**src/rtl/snes_load_pkg.sv**
```systemverilog
// Shared types and constants for the cartridge image loader.
//   load_state_t      : loader sequencing states
//   mem_word_t        : payload word plus byte enables sent to the SDRAM write port
//   HDR_BYTES_DEFAULT : size of the cartridge header routed to the header registers
//   SNES_HDR_STRIDE   : copier-header block size, the usual padding ahead of the image
package snes_load_pkg;

  typedef enum logic [2:0] {
    IDLE    = 3'd0,
    HEADER  = 3'd1,
    SKIP    = 3'd2,
    PAYLOAD = 3'd3,
    FLUSH   = 3'd4,
    DONE    = 3'd5,
    FAIL    = 3'd6
  } load_state_t;

  typedef struct packed {
    logic [15:0] data;
    logic [1:0]  be;
  } mem_word_t;

  localparam int unsigned HDR_BYTES_DEFAULT = 64;
  localparam int unsigned SNES_HDR_STRIDE   = 512;

endpackage

```
**src/rtl/load_byte_fifo.sv**
```systemverilog
// Small byte FIFO decoupling the loader sources (which cannot be stalled)
// from the header/SDRAM sequencing.
// Ports:
//   wclk, resetn : clock, synchronous active-low reset
//   push_i       : write wdata_i this cycle
//   pop_i        : consume the head entry this cycle (ignored when empty)
//   wdata_i      : byte to push
//   rdata_c      : head entry (combinational read of the storage)
//   full_o       : registered, DEPTH entries held
//   empty_o      : registered, no entries held
//   overflow_c   : push while full with no simultaneous pop (byte is lost)
module load_byte_fifo #(
  parameter int unsigned DEPTH = 4
) (
  input  logic       wclk,
  input  logic       resetn,
  input  logic       push_i,
  input  logic       pop_i,
  input  logic [7:0] wdata_i,
  output logic [7:0] rdata_c,
  output logic       full_o,
  output logic       empty_o,
  output logic       overflow_c
);

  localparam int unsigned PTR_W = (DEPTH > 1) ? $clog2(DEPTH) : 1;
  localparam logic [PTR_W:0] DEPTH_C = (PTR_W + 1)'(DEPTH);

  logic [7:0]       mem_q [DEPTH];
  logic [PTR_W-1:0] wr_ptr_q, wr_ptr_d;
  logic [PTR_W-1:0] rd_ptr_q, rd_ptr_d;
  logic [PTR_W:0]   count_q, count_d;
  logic             full_q, empty_q;
  logic             do_push, do_pop;

  // A pop frees the slot, so a push into a full FIFO is legal in the same cycle.
  always_comb begin
    do_pop     = pop_i & ~empty_q;
    do_push    = push_i & (~full_q | do_pop);
    overflow_c = push_i & full_q & ~do_pop;
    wr_ptr_d   = wr_ptr_q + PTR_W'(do_push);
    rd_ptr_d   = rd_ptr_q + PTR_W'(do_pop);
    count_d    = count_q + (PTR_W + 1)'(do_push) - (PTR_W + 1)'(do_pop);
  end

  // Pointer/occupancy state; flags are registered from the next count.
  always_ff @(posedge wclk) begin
    if (!resetn) begin
      wr_ptr_q <= '0;
      rd_ptr_q <= '0;
      count_q  <= '0;
      full_q   <= 1'b0;
      empty_q  <= 1'b1;
    end else begin
      wr_ptr_q <= wr_ptr_d;
      rd_ptr_q <= rd_ptr_d;
      count_q  <= count_d;
      full_q   <= (count_d == DEPTH_C);
      empty_q  <= (count_d == '0);
    end
  end

  // Storage needs no reset: entries are only read after being written.
  always_ff @(posedge wclk) begin
    if (do_push) begin
      mem_q[wr_ptr_q] <= wdata_i;
    end
  end

  assign rdata_c = mem_q[rd_ptr_q];
  assign full_o  = full_q;
  assign empty_o = empty_q;

endmodule

```
**src/rtl/rom_load_ctrl.sv**
```systemverilog
// Cartridge image load sequencer. Arbitrates two byte-stream sources, routes the
// leading header bytes to the header registers, optionally discards padding, and
// packs the remaining payload into little-endian 16-bit SDRAM writes (req/ack).
// Optional build macro ROM_LOAD_CHECKSUM_EN: rom_sum carries a 16-bit wrapping
// sum of the payload bytes; otherwise rom_sum is tied to zero.
// Ports:
//   wclk, resetn                         : clock, synchronous active-low reset
//   srcN_data/valid/loading/fail         : source N byte stream and status (N = 0, 1)
//   hdr_we, hdr_addr, hdr_data           : header byte write
//   mem_req, mem_ack, mem_addr,
//   mem_wdata, mem_be                    : SDRAM ROM-region word write port
//   active_src, loading, done, fail      : load status
//   rom_bytes, rom_sum                   : payload byte count / checksum
module rom_load_ctrl
  import snes_load_pkg::*;
#(
  parameter int unsigned ADDR_W     = 22,
  parameter int unsigned HDR_BYTES  = HDR_BYTES_DEFAULT,
  parameter int unsigned PAD_BYTES  = 0,
  parameter int unsigned FIFO_DEPTH = 4
) (
  input  logic              wclk,
  input  logic              resetn,
  input  logic [7:0]        src0_data,
  input  logic              src0_valid,
  input  logic              src0_loading,
  input  logic              src0_fail,
  input  logic [7:0]        src1_data,
  input  logic              src1_valid,
  input  logic              src1_loading,
  input  logic              src1_fail,
  output logic              hdr_we,
  output logic [5:0]        hdr_addr,
  output logic [7:0]        hdr_data,
  output logic              mem_req,
  input  logic              mem_ack,
  output logic [ADDR_W-1:0] mem_addr,
  output logic [15:0]       mem_wdata,
  output logic [1:0]        mem_be,
  output logic              active_src,
  output logic              loading,
  output logic              done,
  output logic              fail,
  output logic [ADDR_W:0]   rom_bytes,
  output logic [15:0]       rom_sum
);

  localparam int unsigned SEG_MAX = (HDR_BYTES > PAD_BYTES) ? HDR_BYTES : PAD_BYTES;
  localparam int unsigned CNT_W   = $clog2(SEG_MAX + 1);

  load_state_t       state_q, state_d;
  logic              active_src_q, active_src_d;
  logic              loading_q, loading_d;
  logic              done_q, done_d;
  logic              fail_q, fail_d;
  logic              hdr_we_q, hdr_we_d;
  logic [5:0]        hdr_addr_q, hdr_addr_d;
  logic [7:0]        hdr_data_q, hdr_data_d;
  logic              mem_req_q, mem_req_d;
  logic [ADDR_W-1:0] mem_addr_q, mem_addr_d;
  mem_word_t         word_q, word_d;
  logic [7:0]        low_q, low_d;
  logic              have_low_q, have_low_d;
  logic [CNT_W-1:0]  cnt_q, cnt_d;
  logic [ADDR_W:0]   bytes_q, bytes_d;
`ifdef ROM_LOAD_CHECKSUM_EN
  logic [15:0]       sum_q, sum_d;
`endif

  logic       grant_src_c, any_load_c, push_src_c, push_c;
  logic [7:0] push_data_c;
  logic       sel_loading_c, sel_fail_c;
  logic       stall_c, pop_c;
  logic [7:0] rdata_c;
  logic       full_c, empty_c, overflow_c;

  // Source selection: in IDLE the prospective grant feeds the FIFO so a byte
  // arriving with the rising loading edge is not lost; afterwards the lock holds.
  always_comb begin
    grant_src_c   = src0_loading ? 1'b0 : 1'b1;
    any_load_c    = src0_loading | src1_loading;
    push_src_c    = (state_q == IDLE) ? grant_src_c : active_src_q;
    push_data_c   = push_src_c ? src1_data : src0_data;
    push_c        = (push_src_c ? src1_valid : src0_valid) &
                    (((state_q == IDLE) & any_load_c) |
                     (state_q inside {HEADER, SKIP, PAYLOAD}));
    sel_loading_c = active_src_q ? src1_loading : src0_loading;
    sel_fail_c    = active_src_q ? src1_fail : src0_fail;
  end

  // Pop acceptance: every pop is held off while a write is outstanding.
  always_comb begin
    stall_c = mem_req_q & ~mem_ack;
    pop_c   = ~empty_c & ((state_q == HEADER) | (state_q == SKIP) |
                          ((state_q == PAYLOAD) & ~stall_c));
  end

  load_byte_fifo #(
    .DEPTH (FIFO_DEPTH)
  ) u_fifo (
    .wclk       (wclk),
    .resetn     (resetn),
    .push_i     (push_c),
    .pop_i      (pop_c),
    .wdata_i    (push_data_c),
    .rdata_c    (rdata_c),
    .full_o     (full_c),
    .empty_o    (empty_c),
    .overflow_c (overflow_c)
  );

  // Next-state and registered-output logic.
  always_comb begin
    state_d      = state_q;
    active_src_d = active_src_q;
    loading_d    = loading_q;
    done_d       = 1'b0;
    fail_d       = fail_q;
    hdr_we_d     = 1'b0;
    hdr_addr_d   = hdr_addr_q;
    hdr_data_d   = hdr_data_q;
    mem_req_d    = mem_req_q;
    mem_addr_d   = mem_addr_q;
    word_d       = word_q;
    low_d        = low_q;
    have_low_d   = have_low_q;
    cnt_d        = cnt_q;
    bytes_d      = bytes_q;
`ifdef ROM_LOAD_CHECKSUM_EN
    sum_d        = sum_q;
`endif

    // Retire an acknowledged write; a new word may be issued in the same cycle.
    if (mem_req_q && mem_ack) begin
      mem_req_d  = 1'b0;
      mem_addr_d = mem_addr_q + ADDR_W'(1);
    end

    unique case (state_q)
      IDLE: begin
        if (any_load_c) begin
          state_d      = HEADER;
          active_src_d = grant_src_c;
          loading_d    = 1'b1;
          cnt_d        = '0;
          bytes_d      = '0;
          mem_addr_d   = '0;
          have_low_d   = 1'b0;
`ifdef ROM_LOAD_CHECKSUM_EN
          sum_d        = '0;
`endif
        end
      end

      HEADER: begin
        if (pop_c) begin
          hdr_we_d   = 1'b1;
          hdr_addr_d = 6'(cnt_q);
          hdr_data_d = rdata_c;
          if (cnt_q == CNT_W'(HDR_BYTES - 1)) begin
            cnt_d   = '0;
            state_d = (PAD_BYTES > 0) ? SKIP : PAYLOAD;
          end else begin
            cnt_d = cnt_q + CNT_W'(1);
          end
        end else if (!sel_loading_c) begin
          state_d   = FAIL;
          fail_d    = 1'b1;
          loading_d = 1'b0;
        end
      end

      SKIP: begin
        if (pop_c) begin
          if (cnt_q == CNT_W'(PAD_BYTES - 1)) begin
            cnt_d   = '0;
            state_d = PAYLOAD;
          end else begin
            cnt_d = cnt_q + CNT_W'(1);
          end
        end else if (!sel_loading_c) begin
          state_d   = FAIL;
          fail_d    = 1'b1;
          loading_d = 1'b0;
        end
      end

      PAYLOAD: begin
        if (pop_c) begin
          bytes_d = (&bytes_q) ? bytes_q : bytes_q + (ADDR_W + 1)'(1);
`ifdef ROM_LOAD_CHECKSUM_EN
          sum_d   = sum_q + 16'(rdata_c);
`endif
          if (!have_low_q) begin
            low_d      = rdata_c;
            have_low_d = 1'b1;
          end else begin
            word_d.data = {rdata_c, low_q};
            word_d.be   = 2'b11;
            mem_req_d   = 1'b1;
            have_low_d  = 1'b0;
          end
        end else if (!sel_loading_c && empty_c && !push_c && !stall_c) begin
          // Stream ended with no write outstanding: flush a lone byte or finish.
          if (have_low_q) begin
            word_d.data = {8'h00, low_q};
            word_d.be   = 2'b01;
            mem_req_d   = 1'b1;
            have_low_d  = 1'b0;
            state_d     = FLUSH;
          end else begin
            state_d   = DONE;
            done_d    = 1'b1;
            loading_d = 1'b0;
          end
        end
      end

      FLUSH: begin
        if (mem_req_q && mem_ack) begin
          state_d   = DONE;
          done_d    = 1'b1;
          loading_d = 1'b0;
        end
      end

      DONE: begin
        if (!sel_loading_c) begin
          state_d = IDLE;
        end
      end

      FAIL: begin
        mem_req_d = 1'b0;
        loading_d = 1'b0;
      end

      default: begin
        state_d = IDLE;
      end
    endcase

    // Source error or lost byte aborts the load from any transferring state.
    if ((state_q inside {HEADER, SKIP, PAYLOAD, FLUSH}) && (sel_fail_c || overflow_c)) begin
      state_d   = FAIL;
      fail_d    = 1'b1;
      loading_d = 1'b0;
      mem_req_d = 1'b0;
      hdr_we_d  = 1'b0;
      done_d    = 1'b0;
    end
  end

  // State register.
  always_ff @(posedge wclk) begin
    if (!resetn) begin
      state_q      <= IDLE;
      active_src_q <= 1'b0;
      loading_q    <= 1'b0;
      done_q       <= 1'b0;
      fail_q       <= 1'b0;
      hdr_we_q     <= 1'b0;
      hdr_addr_q   <= '0;
      hdr_data_q   <= '0;
      mem_req_q    <= 1'b0;
      mem_addr_q   <= '0;
      word_q       <= '0;
      low_q        <= '0;
      have_low_q   <= 1'b0;
      cnt_q        <= '0;
      bytes_q      <= '0;
`ifdef ROM_LOAD_CHECKSUM_EN
      sum_q        <= '0;
`endif
    end else begin
      state_q      <= state_d;
      active_src_q <= active_src_d;
      loading_q    <= loading_d;
      done_q       <= done_d;
      fail_q       <= fail_d;
      hdr_we_q     <= hdr_we_d;
      hdr_addr_q   <= hdr_addr_d;
      hdr_data_q   <= hdr_data_d;
      mem_req_q    <= mem_req_d;
      mem_addr_q   <= mem_addr_d;
      word_q       <= word_d;
      low_q        <= low_d;
      have_low_q   <= have_low_d;
      cnt_q        <= cnt_d;
      bytes_q      <= bytes_d;
`ifdef ROM_LOAD_CHECKSUM_EN
      sum_q        <= sum_d;
`endif
    end
  end

  assign hdr_we     = hdr_we_q;
  assign hdr_addr   = hdr_addr_q;
  assign hdr_data   = hdr_data_q;
  assign mem_req    = mem_req_q;
  assign mem_addr   = mem_addr_q;
  assign mem_wdata  = word_q.data;
  assign mem_be     = word_q.be;
  assign active_src = active_src_q;
  assign loading    = loading_q;
  assign done       = done_q;
  assign fail       = fail_q;
  assign rom_bytes  = bytes_q;
`ifdef ROM_LOAD_CHECKSUM_EN
  assign rom_sum    = sum_q;
`else
  assign rom_sum    = 16'h0000;
`endif

endmodule

```
**config.mk**
```make
export PLATFORM = sky130hd
export DESIGN_NAME = rom_load_ctrl
export DESIGN_NICKNAME = d
export VERILOG_FILES = /design/src/rtl/snes_load_pkg.sv /design/src/rtl/load_byte_fifo.sv /design/src/rtl/rom_load_ctrl.sv
export SDC_FILE = /design/constraint.sdc
export NUM_CORES = 1
export LEC_CHECK = 0
export CORE_MARGIN = 4
export CORE_UTILIZATION = 50
export CTS_CLUSTER_SIZE = 16
export DETAILED_ROUTE_END_ITERATION = 6
export PLACE_DENSITY = 0.77
export SYNTH_ARGS = -nofsm -noshare
export SYNTH_HDL_FRONTEND = slang
export SYNTH_HIERARCHICAL = 1
export SYNTH_SLANG_ARGS = --single-unit
```
**constraint.sdc**
```tcl
create_clock -name wclk -period 10 [get_ports wclk]
set_clock_uncertainty 0.1 [all_clocks]
set_input_delay 2 -clock wclk [delete_from_list [all_inputs] [get_ports wclk]]
set_output_delay 2 -clock wclk [all_outputs]
set_load 0.02 [all_outputs]
```
==> results.md, run 1 <==
- The flow ran to the end, and the final reports show no timing, DRC or antenna violations.
- The minimum period implied by the final worst setup slack is 4.796 ns.
- The leakage power of the design is 2.764 nW.
- The register area is 3183 µm².
- Setup repair after global routing left no endpoint under its margin.
- The later pin in the worst-skew pair is clocked with a latency of 0.42 ns.
- The yosys synthesis warning count is 6.
- After detailed routing, the number of remaining DRC violations is 0.
- The kind of start point of the critical path is an input pin.
- The via density per instance is 5.686.
- In this run the worst path has a maximum fanout of 15.
- The met3 demand-to-capacity share in global routing is 5.115%.
- In this run, the number of DRC markers left after iteration 0 of detailed routing was 420.
- The clock-pin slew on the worst setup and hold paths is 0.06 ns.
- The number of antenna diodes in the final layout is 0.
- The final core utilization is 64.47%.
- The number of buffers added to fix hold violations after cts is 0.
- The residual antenna-violating net count after detailed routing is 0.
- The number of different library cells used by synthesis comes to 70.
- The number of top-level pins is 124.
- In the final timing run, aggregate negative setup slack is 0 ns.
- The post-synthesis register bit count is 143.
- The dominant cell type by area after synthesis is sky130_fd_sc_hd__dfxtp_1.
- Detailed placement ended at an HPWL of 11130 µm.
- Entering global routing, the biggest net connects 47 pins.
- Global routing finished with a remaining overflow of 0.
- The first-pass GRT wire length is 25250 µm.
- The final layout contains 823 nets.
- Measured against its own limit, the worst slew margin works out to 31.40%.
- The max-slew violation count is 0.
- The post-CTS resize count is 0.
- The worst-case IR drop observed on VDD is 0.1203 mV.
- TritonCTS built the clock tree.
- The first TritonRoute pass finished after 6 iterations.
- Of the available clock period, the critical path in the final layout requires 47.96%.
- The number of global-route vias before repair is 5177.
- Cells with a size suffix above 1 make up 8.219% of the layout.
- The cell area that synthesis handed to floorplanning was 6594 µm².
- The number of buffers on the longest clock path is 2.
- At the worst endpoint, the arrival time is 5.00 ns.
- Row generation in the floorplan step produced 41 rows.
- The core footprint is 12770 µm².
- After detailed routing, the total wire length is 15720 µm.
- STA puts the critical path data required time at 10.20 ns.
- The TritonCTS buffer count is 17.
- The routability congestion estimate from global placement is 0.9078.
- Setup violations remaining at the end of the flow were counted as 0.
- The tree is rooted in a sky130_fd_sc_hd__clkbuf_16.
- Max-cap violations in this run came to 0.
- The synthesis-to-finish area growth is 24.90%.
- The number of H-tree levels is 4.
- Summing all multi-input logic gate instances after layout gives 3090 µm².
- The combined global-route utilization of all metal layers is 21.26%.
- From left edge to right edge, the die measures 122.8 µm.
- The total power per unit cell area is 207.6 nW/µm².
- The flip-flop cell with the highest count after synthesis is sky130_fd_sc_hd__dfxtp_1.
- Fill cells in the final layout number 1049.
- In this run the tool buffered the top-level ports with 107 buffer cells.
- The met2 demand-to-capacity share in global routing is 35.53%.
- For the pin with the worst max-slew slack, the measured transition is 1.029 ns.
- The gate count after technology mapping is 696.
- The number of vias after detailed routing is 5544.
- Post-CTS timing repair inserted 0 buffers for setup.
- The worst setup path is of the in -> reg kind.
- The path class of the tightest hold or removal check is reg -> reg.
- The vertical extent of the die is 122.8 µm.
- The sequential share of the synthesized area is 48.27%.
- The maximum clock rate is 0.2085 GHz.
- The tightest hold path in the finished design has a slack of 0.3511 ns.
- In the post-synthesis netlist, the biggest area contributors are sky130_fd_sc_hd__dfxtp_1 (34%), sky130_fd_sc_hd__edfxtp_1 (15%), sky130_fd_sc_hd__a21oi_1 (4.6%).
- In this run, synthesis inferred 32 flip-flops with an integrated enable.
- The initial antenna violation count is 0.
- In this run the mean area of a mapped cell was 9.474 µm².
- met2 is the most crowded layer.
- The average wire per cell in the routed design is 16.13 µm.
- For this design, the sink count on the clock tree is 143.
- For this run, asynchronously set or reset flops after synthesis account for 0%.
- The hold violation total from the final report was 0.
- The total power after layout is 1.710 mW.
- In this run the biggest area consumer among cell types represents 33.70% of the synthesized area.
- The nature of the critical path endpoint is a flip-flop.
- The die area is 15090 µm².
- The starting utilization of the core area is 51.62%.
- The met1 track demand over resource is 25.96%.
layer usage:
metal,vias up,wire length (µm)
met4,0,427
met5,-,0
met3,40,877
li1,2665,-
met2,199,7826
met1,2640,6592
path summary, 6_finish.rpt:
path	slack [ns]	depth (start not counted)	from	end
max	5.20	13	mem_ack	u_fifo/empty_o
min	0.35	2	hdr_addr[5]	hdr_addr[5]
max reg2reg	6.46	12	state_q[0]	u_fifo/empty_o
min reg2reg	0.35	2	hdr_addr[5]	hdr_addr[5]
stage by stage:
| step | area [µm²] | setup slack, ns | std cells |
|---|---|---|---|
| 5_1_grt | 8235 | 5.030 | 975 |
| 3_3_place_gp | 7687 | 4.943 | 943 |
| 3_5_place_dp | 7687 | 4.776 | 943 |
| 4_1_cts | 8235 | 5.211 | 975 |
| 2_1_floorplan | 6650 | 5.217 | 711 |
| 6_report | 8235 | 5.204 | 975 |
registers in the layout, summed over array words and instances, names as in the netlist:
| signal | cells |
|---|---|
| u_fifo/full_o | 1 |
| active_src | 1 |
| mem_be | 2 |
| u_fifo/count_q | 3 |
| done | 1 |
| hdr_we | 1 |
| u_fifo/rd_ptr_q | 2 |
| u_fifo/empty_o | 1 |
| rom_bytes | 23 |
| low_q | 8 |
| loading | 1 |
| state_q | 3 |
| u_fifo/mem_q | 32 |
| mem_addr | 22 |
| hdr_data | 8 |
| mem_wdata | 16 |
| cnt_q | 7 |
| u_fifo/wr_ptr_q | 2 |
| have_low_q | 1 |
| hdr_addr | 6 |
| fail | 1 |
| mem_req | 1 |
report_power, final:
group	total, mW	leakage [nW]	internal [mW]	switching (mW)
clock	0.581	0.261	0.343	0.238
sequential	0.712	1.19	0.655	0.0571
combinational	0.416	1.31	0.159	0.258
total	1.71	2.76	1.16	0.553
worst max-delay path, stage by stage:
cell and delay (ns):
sky130_fd_sc_hd__clkdlybuf4s50_1 0.47, sky130_fd_sc_hd__nand2b_1 0.24, sky130_fd_sc_hd__o211a_1 0.44, sky130_fd_sc_hd__nand2b_4 0.19
sky130_fd_sc_hd__inv_1 0.09, sky130_fd_sc_hd__o21ai_0 0.20, sky130_fd_sc_hd__ha_1 0.27, sky130_fd_sc_hd__inv_1 0.06
sky130_fd_sc_hd__ha_1 0.14, sky130_fd_sc_hd__inv_1 0.05, sky130_fd_sc_hd__fa_1 0.37, sky130_fd_sc_hd__xnor3_1 0.23
sky130_fd_sc_hd__a31o_1 0.23
final cells by class:
type / count / area share (%)
inverter: 22 / 1.003
tap: 172 / 2.613
clock inverter: 12 / 1.352
timing repair buffer: 113 / 13.55
clock buffer: 20 / 5.302
sequential: 143 / 38.65
multi-input combinational: 493 / 37.53
layout by cell type (no fill, tap or decap), types with 7 or more instances in the layout:
| master | n |
|---|---|
| sky130_fd_sc_hd__a21oi_1 | 60 |
| sky130_fd_sc_hd__mux4_2 | 8 |
| sky130_fd_sc_hd__mux2_2 | 8 |
| sky130_fd_sc_hd__o21ai_0 | 42 |
| sky130_fd_sc_hd__nand3_1 | 25 |
| sky130_fd_sc_hd__o211ai_1 | 12 |
| sky130_fd_sc_hd__edfxtp_1 | 32 |
| sky130_fd_sc_hd__nor2_1 | 61 |
| sky130_fd_sc_hd__dfxtp_1 | 111 |
| sky130_fd_sc_hd__nand2_1 | 72 |
| sky130_fd_sc_hd__nor4_1 | 8 |
| sky130_fd_sc_hd__xnor2_1 | 19 |
| sky130_fd_sc_hd__inv_1 | 21 |
| sky130_fd_sc_hd__mux2i_1 | 16 |
| sky130_fd_sc_hd__or3_1 | 21 |
| sky130_fd_sc_hd__nand4_1 | 9 |
| sky130_fd_sc_hd__clkdlybuf4s50_1 | 107 |
| sky130_fd_sc_hd__or4_1 | 8 |
| sky130_fd_sc_hd__clkbuf_16 | 17 |
| sky130_fd_sc_hd__nor3_1 | 13 |
| sky130_fd_sc_hd__conb_1 | 16 |
| sky130_fd_sc_hd__ha_1 | 7 |
cells by family after synthesis:
| family | synth area share [%] |
|---|---|
| flip-flops | 48.27 |
| multiplexers | 6.755 |
| XOR/XNOR | 3.529 |
| AND/OR/NAND/NOR | 19.26 |
| adder cells (fa/ha/maj) | 1.632 |
| buffers and inverters | 5.844 |
| other | 0.05687 |
| AO/OA/AOI/OAI | 14.65 |
synthesized netlist by cell type (3+ instances only):
library cell / count
sky130_fd_sc_hd__o211ai_1: 12
sky130_fd_sc_hd__inv_1: 21
sky130_fd_sc_hd__xor2_1: 5
sky130_fd_sc_hd__o21ai_0: 43
sky130_fd_sc_hd__o31ai_1: 5
sky130_fd_sc_hd__a2111oi_0: 4
sky130_fd_sc_hd__mux2_2: 8
sky130_fd_sc_hd__nand2_1: 72
sky130_fd_sc_hd__a21oi_1: 60
sky130_fd_sc_hd__nand3_1: 25
sky130_fd_sc_hd__and4_1: 3
sky130_fd_sc_hd__and3_1: 6
sky130_fd_sc_hd__clkbuf_1: 23
sky130_fd_sc_hd__nor2_1: 61
sky130_fd_sc_hd__nand4_1: 9
sky130_fd_sc_hd__nor4_1: 8
sky130_fd_sc_hd__buf_6: 4
sky130_fd_sc_hd__or4_1: 8
sky130_fd_sc_hd__nor3_1: 13
sky130_fd_sc_hd__edfxtp_1: 32
sky130_fd_sc_hd__nand2b_1: 3
sky130_fd_sc_hd__buf_2: 8
sky130_fd_sc_hd__mux2i_1: 16
sky130_fd_sc_hd__mux4_2: 8
sky130_fd_sc_hd__or3_1: 21
sky130_fd_sc_hd__a31oi_1: 4
sky130_fd_sc_hd__a211oi_1: 3
sky130_fd_sc_hd__dfxtp_1: 111
sky130_fd_sc_hd__ha_1: 7
sky130_fd_sc_hd__buf_4: 17
sky130_fd_sc_hd__nor2b_1: 5
sky130_fd_sc_hd__o21a_1: 3
sky130_fd_sc_hd__xnor2_1: 19
sky130_fd_sc_hd__and2_1: 6
Note: power is estimated with default switching activity, not from simulation.
==> run 2, diff against run 1 <==
--- a/config.mk
+++ b/config.mk
@@ -6,10 +6,10 @@
 export NUM_CORES = 1
 export LEC_CHECK = 0
 export CORE_MARGIN = 4
-export CORE_UTILIZATION = 50
+export CORE_UTILIZATION = 47
 export CTS_CLUSTER_SIZE = 16
 export DETAILED_ROUTE_END_ITERATION = 6
-export PLACE_DENSITY = 0.77
+export PLACE_DENSITY = 0.76
 export SYNTH_ARGS = -nofsm -noshare
 export SYNTH_HDL_FRONTEND = slang
 export SYNTH_HIERARCHICAL = 1
==> constraint.sdc (replaced) <==
create_clock -name wclk -period 4.4 [get_ports wclk]
set_clock_uncertainty 0.1 [all_clocks]
set_input_delay 0.88 -clock wclk [delete_from_list [all_inputs] [get_ports wclk]]
set_output_delay 0.88 -clock wclk [all_outputs]
set_load 0.02 [all_outputs]
==> run 2 against run 1 <==
Power increased by 130%. Worst setup slack worse by 4.3 ns. Non-clock buffer count is 7 higher. Combinational power up 140%. First-iteration DRC count up 16%. Critical path depth did not move. Routed wire length rose by 2.6%. Register-to-register slack lost 5.4 ns. Critical path type unchanged. Largest cell class unchanged. Largest power group unchanged.
==> results.md, run 2 (synthesis results as in run 1) <==
- The cell family contributing the most delay on the critical path is buffers and inverters.
- The critical path crosses 13 cells after its start point.
- The net switching power of the design is 1.304 mW.
- The half-perimeter wire length after detailed placement is 11420 µm.
- The first TritonRoute pass finished after 5 iterations.
- The TritonCTS buffer count is 17.
- Leaving out fill and tap cells, the most frequent cell in the layout is sky130_fd_sc_hd__dfxtp_1.
- In the layout the commonest cells are sky130_fd_sc_hd__dfxtp_1 (111), sky130_fd_sc_hd__clkdlybuf4s50_1 (107), sky130_fd_sc_hd__nand2_1 (72), sky130_fd_sc_hd__nor2_1 (61), sky130_fd_sc_hd__a21oi_1 (60).
- Along the worst hold path, the cell count comes to 2.
- The reg-to-reg setup timing slack is 1.03 ns.
- The slowest stage of the critical path belongs to the cell sky130_fd_sc_hd__clkdlybuf4s50_1.
- After floorplanning, the core was divided into 43 placement rows.
- The largest single stage delay on the critical path is 0.61 ns.
- For this run, design rule violations remaining after detail routing come to 0.
- The net count reported at finish is 830.
- After detailed routing, the number of vias per cell comes to 5.660.
- Entering global routing, the biggest net connects 46 pins.
- The congestion estimate from routability-driven global placement came to 0.9193.
- The post-CTS resize count is 0.
- For this design the ratio of total power to cell area is 474.4 nW/µm².
- The number of global-route vias before repair is 5446.
- The vertical extent of the die is 126.4 µm.
- The register with the most flip-flops in the layout has 32 of them.
- In this run the tool buffered the top-level ports with 107 buffer cells.
- Per report_power, the clock group accounts for 34.5% of the total.
- The insertion delay of the later-clocked pin in the worst-skew pair is 0.42 ns.
- The clock passes through at most 2 buffers.
- Traced cell by cell, the critical path runs through clkdlybuf4s50_1 > mux2i_1 > mux2i_1 > nand2_1 > inv_1 > o21ai_0 > ha_1 > inv_1 > ha_1 > inv_1 > fa_1 > xnor3_1 > a31o_1.
- Of the cells placed in the final design, the portion with a size suffix greater than 1 is 9.383%.
- The worst path uses 78.94% of the clock period.
- The number of setup violations in the final report is 0.
- The cell sitting at the root of the clock tree is a sky130_fd_sc_hd__clkbuf_16.
- Along the worst path, the maximum fanout reaches 6.
- Timing would allow up to 0.2879 GHz.
- The final core utilization is 60.14%.
- The number of vias after detailed routing is 5603.
- For this design the top-level I/O count stands at 124.
- At the pin with the least slew margin, the transition time is 0.9948 ns.
- The type of the worst min-delay path is reg -> reg.
- The number of setup buffers added after CTS is 0.
- The hold violation total from the final report is 0.
- The max-slew violation count is 0.
- More flip-flops sit in one register than any other, and that register is u_fifo/mem_q.
- The clock-pin slew on the worst setup and hold paths is 0.06 ns.
- Adding up every negative setup slack in the final design gives 0 ns.
- At the worst endpoint, the arrival time is 3.69 ns.
- The sequential share of power is 39.9%.
- Once the floorplan was initialized, standard cells occupied 47.69% of the core.
- Net switching is 33.05% of the power.
- The number of buffers added to fix hold violations after cts is 0.
- The worst slew margin relative to its limit is 33.68%.
- The completed layout was analyzed and its total power is 3.945 mW.
- The initial antenna violation count is 0.
- After detailed routing, the average wire length per cell comes to 16.30 µm.
- The core footprint is 13830 µm².
- The first-pass GRT wire length is 26630 µm.
- The width of the chip is 126.4 µm.
- The H-tree was split into 4 levels.
- The worst reg2reg path depth is 13.
- Setup repair after global routing left no endpoint under its margin.
- Relative to the synthesized area, the layout overhead comes to 26.11%.
- The sum of overflow across all layers after global routing is 0.
- The number of DRC violations after detailed-routing iteration 0 is 487.
- The total wire length is 16130 µm.
- The number of placed instances, taps included, is 958.
- The TritonCTS clock tree is done.
- CTS saw 143 sinks.
- The count of buffer and inverter cells on the critical path is 4.
- STA classifies the critical path endpoint as a flip-flop.
- The cell occurring most often along the worst timing path is sky130_fd_sc_hd__inv_1.
- The residual antenna-violating net count after detailed routing is 0.
- The die area is 15990 µm².
- Timing analysis after detailed placement gives a worst setup slack of 0.5026 ns.
- STA puts the critical path data required time at 4.61 ns.
- After layout, the worst setup slack is 0.9265 ns.
- Global routing used 20.25% of the available tracks across all layers.
- The number of max-cap violations is 0.
- The maximum ir drop on the vdd rail is 0.2655 mV.
- The leakage power of the design is 2.806 nW.
- After layout, the minimum clock period comes to 3.473 ns.
- The internal power summed over all cells is 2.641 mW.
- 0 antenna diodes ended up in the layout.
- The type of the setup path with the least slack is in -> reg.
- STA classifies the critical path startpoint as an input pin.
- The relative contribution of combinational cells to total power is 25.6%.
- The flow ran to the end, and the final reports show no timing, DRC or antenna violations.
- Leaving out filler cells and counting taps, the final layout contains 990.
run 2: cell count changes in the layout (fill, tap and decap cells not counted):
cell,delta
sky130_fd_sc_hd__buf_4,+7
sky130_fd_sc_hd__bufinv_16,-1
sky130_fd_sc_hd__clkbuf_1,-3
sky130_fd_sc_hd__clkbuf_16,+1
sky130_fd_sc_hd__clkbuf_8,+1
sky130_fd_sc_hd__clkinv_2,-1
sky130_fd_sc_hd__clkinvlp_4,+1
sky130_fd_sc_hd__inv_6,+2
run 2: through the flow:
stage	instance area, µm²	hold slack [ns]
2_1_floorplan	6650	0.3606
4_1_cts	8315	0.3588
3_5_place_dp	7750	0.3485
5_1_grt	8315	0.3695
3_3_place_gp	7750	0.3453
6_report	8315	0.3533
run 2: power groups by stage:
stage	Clock, mW	Sequential [mW]	Combinational (mW)
after floorplan	0	1.58	0.749
after global placement	0	1.60	0.974
after detailed placement	0	1.60	1.00
after CTS	1.38	1.58	1.01
after global routing	1.43	1.59	1.11
final	1.36	1.57	1.01
run 2: final cells by class:
class	count	area, µm²
clock inverters	13	101.3
fillers	1155	5512
well taps	180	225.2
multi-input cells	493	3090
flip-flops and latches	143	3183
inverters	22	82.58
clock buffers	19	464.2
repair buffers	120	1169
run 2: layer usage:
layer	track usage, %	share of wire (%)	vias up
li1	-	-	2676
met3	4.000	5.1	39
met2	34.34	50	207
met4	8.770	2.8	0
met1	25.10	42	2681
met5	0	0	-
run 2: worst reg2reg max path, stage by stage, from the launching register on:
cell and delay, ns:
sky130_fd_sc_hd__dfxtp_1 0.30, sky130_fd_sc_hd__buf_4 0.19, sky130_fd_sc_hd__nor3_1 0.50, sky130_fd_sc_hd__mux2i_1 0.52
sky130_fd_sc_hd__nand2_1 0.13, sky130_fd_sc_hd__inv_1 0.09, sky130_fd_sc_hd__o21ai_0 0.09, sky130_fd_sc_hd__ha_1 0.27
sky130_fd_sc_hd__inv_1 0.05, sky130_fd_sc_hd__ha_1 0.13, sky130_fd_sc_hd__inv_1 0.05, sky130_fd_sc_hd__fa_1 0.36
sky130_fd_sc_hd__xnor3_1 0.23, sky130_fd_sc_hd__a31o_1 0.25
run 2: final timing paths:
| kind | startpoint | endpoint |
|---|---|---|
| setup / recovery | src0_loading | u_fifo/empty_o |
| hold / removal | hdr_addr[4] | hdr_addr[4] |
| setup reg to reg | state_q[2] | u_fifo/empty_o |
| hold reg to reg | hdr_addr[4] | hdr_addr[4] |
==> run 3, diff against run 2 <==
==> constraint.sdc (replaced) <==
create_clock -name wclk -period 2.84 [get_ports wclk]
set_clock_uncertainty 0.1 [all_clocks]
set_input_delay 0.568 -clock wclk [delete_from_list [all_inputs] [get_ports wclk]]
set_output_delay 0.568 -clock wclk [all_outputs]
set_load 0.02 [all_outputs]
==> run 3 against run 2 <==
Power increased by 66%. Critical path depth is 1 lower. Largest power group unchanged. Hold slack about the same. Combinational power increased by 87%. First-iteration DRC count is 6.2% higher. Worst setup slack worse by 0.82 ns. Sequential share of layout area fell by 1.4 points. Sequential power up 55%. Die area unchanged. Flip-flop and latch count stayed put. Routed wire length grew 5.1%. Final area increased by 4.0%.
==> results.md, run 3 (synthesis results as in run 1) <==
- 124 I/O pins were placed.
- The first global-routing pass estimated 27560 µm of wire.
- The number of buffers and inverters on the critical path is 3.
- In the layout the commonest cells are sky130_fd_sc_hd__dfxtp_1 (109), sky130_fd_sc_hd__clkdlybuf4s50_1 (103), sky130_fd_sc_hd__nand2_1 (72), sky130_fd_sc_hd__nor2_1 (61), sky130_fd_sc_hd__a21oi_1 (59).
- The core footprint is 13830 µm².
- For this run, the total global-route usage over all layers was measured as 21.19%.
- The final route contains 5711 vias.
- Leaving out fill and tap cells, the most frequent cell in the layout is sky130_fd_sc_hd__dfxtp_1.
- The count of fill cells added during filler insertion is 1130.
- The total power per unit cell area is 755.4 nW/µm².
- The routability congestion estimate from global placement is 0.9338.
- The worst slew margin relative to its limit is 45.86%.
- In this run, the number of DRC markers left after iteration 0 of detailed routing was 517.
- The final standard cell area without fillers is 8652 µm².
- Clock-pin slew was measured on the worst setup and hold paths at 0.06 ns.
- The type of the worst min-delay path is reg -> reg.
- The wire-length estimate of the detail-placed layout is 12090 µm.
- The reg-to-reg critical path startpoint is state_q[1].
- In this run the cell area measured after placement is 8018 µm².
- The clock sink total is 143.
- The setup slack after placement is -0.4936 ns.
- The cell at the root of the clock tree is sky130_fd_sc_hd__clkbuf_16.
- The number of buffers added to fix hold violations after cts is 0.
- Traced cell by cell, the critical path runs through nor3_4 > mux2i_2 > nand2_1 > inv_2 > o21ai_2 > ha_1 > inv_1 > ha_2 > inv_2 > fa_2 > xnor3_2 > nor4b_2.
- After the last flow step, the layout net total stands at 865.
- The cell type group with the largest total delay on the critical path is adder cells.
- For this run the aggregate overflow at the end of global routing stands at 0.
- The number of setup violations in the final report is 0.
- The via density per instance is 5.572.
- In this run the vertical extent of the chip is 126.4 µm.
- Across the run, the number of max-cap violations was 0.
- 0 antenna diodes ended up in the layout.
- The number of cells on the critical path is 12.
- For the worst setup path, the data required time is 3.07 ns.
- The cell occurring most often along the worst timing path is sky130_fd_sc_hd__inv_2.
- The cell count after placement is 991.
- The number of H-tree levels is 4.
- For the pin with the worst max-slew slack, the measured transition is 0.8047 ns.
- No sink is reached through more buffers than the 2 on the longest clock path.
- For the worst flop-to-flop path, the logic depth is 12.
- The reg-to-reg setup timing slack is 0.11 ns.
- The initial antenna violation count is 1.
- The max-slew violation count is 0.
- The register with the most flip-flops in the layout has 32 of them.
- The delay of the slowest critical-path stage is 0.37 ns.
- Entering global routing, the biggest net connects 43 pins.
- TritonCTS created 17 clock buffers.
- The kind of start point of the critical path is a flip-flop.
- In this run the worst setup path terminates at u_fifo/full_o.
- The cell with the largest stage delay on the worst path is sky130_fd_sc_hd__dfxtp_4.
- The register with the most flip-flops in the final layout is u_fifo/mem_q.
- The critical path in this run is classified as reg -> reg.
- The share of cells above drive strength 1 is 14.32%.
- The non-filler instance count after layout is 1025.
- The maximum clock rate is 0.3665 GHz.
- The starting utilization of the core area is 47.69%.
- The width of the chip is 126.4 µm.
- Input and output buffers added on the ports amount to 107.
- The initialized floorplan defines 43 standard-cell rows.
- The average wire per cell in the routed design is 16.54 µm.
- The insertion delay of the later-clocked pin in the worst-skew pair is 0.43 ns.
- The launch point of the worst path is state_q[1].
- The residual antenna-violating net count after detailed routing is 0.
- The number of global-route vias before repair is 5498.
- The total wire length is 16950 µm.
- In the finished design, the share of the clock period the worst path needs comes to 96.07%.
- TritonCTS built the clock tree.
- Along the worst path, the maximum fanout reaches 7.
- The hold violation total from the final report is 0.
- Across the VDD grid, the largest voltage drop is 0.4750 mV.
- The minimum period implied by the final worst setup slack is 2.729 ns.
- The endpoint identified for the worst register-to-register timing path is u_fifo/full_o.
- Setup slack closes at 0.1115 ns.
- The die covers 15990 µm².
- For this run, design rule violations remaining after detail routing come to 0.
- The area growth from synthesis to layout is 31.21%.
- The completed layout was analyzed and its total power is 6.535 mW.
- The nature of the critical path endpoint is a flip-flop.
- The first TritonRoute pass finished after 5 iterations.
- The critical path arrival is 2.96 ns.
- The leakage power of the design is 3.013 nW.
- The flow ran to the end, and the final reports show no timing, DRC or antenna violations.
[run 3: changes by cell type in the layout (fill, tap and decap cells not counted), sizes merged]
cell / delta
inv: -2
dlygate4sd2: +2
clkbuf: +1
bufinv: +2
clkdlybuf4s50: -4
dlymetal6s2s: +2
clkinv: +1
clkinvlp: -2
buf: +35
[run 3: final cells by class]
class                   count  area [µm²]  share of cell area (%)
flip-flops and latches    143        3188                   36.85
multi-input cells         493        3127                   36.14
repair buffers            155        1446                   16.72
clock buffers              20       446.7                   5.163
well taps                 180       225.2                   2.603
clock inverters            12       136.4                   1.576
inverters                  22       82.58                  0.9544
[run 3: worst min-delay path by stage]
| stage | start | end | slack, ns | depth (start not counted) |
|---|---|---|---|---|
| global placement | hdr_addr[3] | hdr_addr[3] | 0.35 | 2 |
| CTS | hdr_data[3] | hdr_data[3] | 0.35 | 2 |
| floorplan | low_q[0] | low_q[0] | 0.36 | 2 |
| detailed placement | hdr_data[3] | hdr_data[3] | 0.35 | 2 |
| global route | hdr_data[3] | hdr_data[3] | 0.37 | 2 |
| finish | hdr_data[3] | hdr_data[3] | 0.35 | 2 |
[run 3: stage by stage]
step	TNS (ns)	hold slack, ns	utilization (%)
after floorplan	-0.4647	0.3606	-
after global placement	-1.030	0.3469	57.99
after detailed placement	-1.554	0.3455	57.99
after CTS	0	0.3539	62.27
after global routing	-0.002792	0.3716	62.57
final	0	0.3538	62.57
[run 3: timing repair]
action,CTS,global route
endpoints found under the setup margin,2,3
pin swaps,0,3
hold endpoints to repair,0,0
buffers inserted,1,1
resized for setup,3,14
[run 3: power by group]
| part | switching (mW) | internal [mW] | total (mW) | leakage [nW] |
|---|---|---|---|---|
| registers | 0.126 | 2.31 | 2.44 | 1.19 |
| logic | 1.09 | 0.801 | 1.89 | 1.54 |
| clock network | 0.884 | 1.32 | 2.21 | 0.279 |
[run 3: per-layer routing]
layer	track usage [%]	wire, µm
met5	0	13
met4	8.013	359
met3	4.842	856
met2	34.62	8393
met1	27.48	7330
[run 3: worst min-delay path, cell delays in order, from the launching register on]
cell and delay (ns):
sky130_fd_sc_hd__dfxtp_1 0.31, sky130_fd_sc_hd__nand2_1 0.05, sky130_fd_sc_hd__a21oi_1 0.05
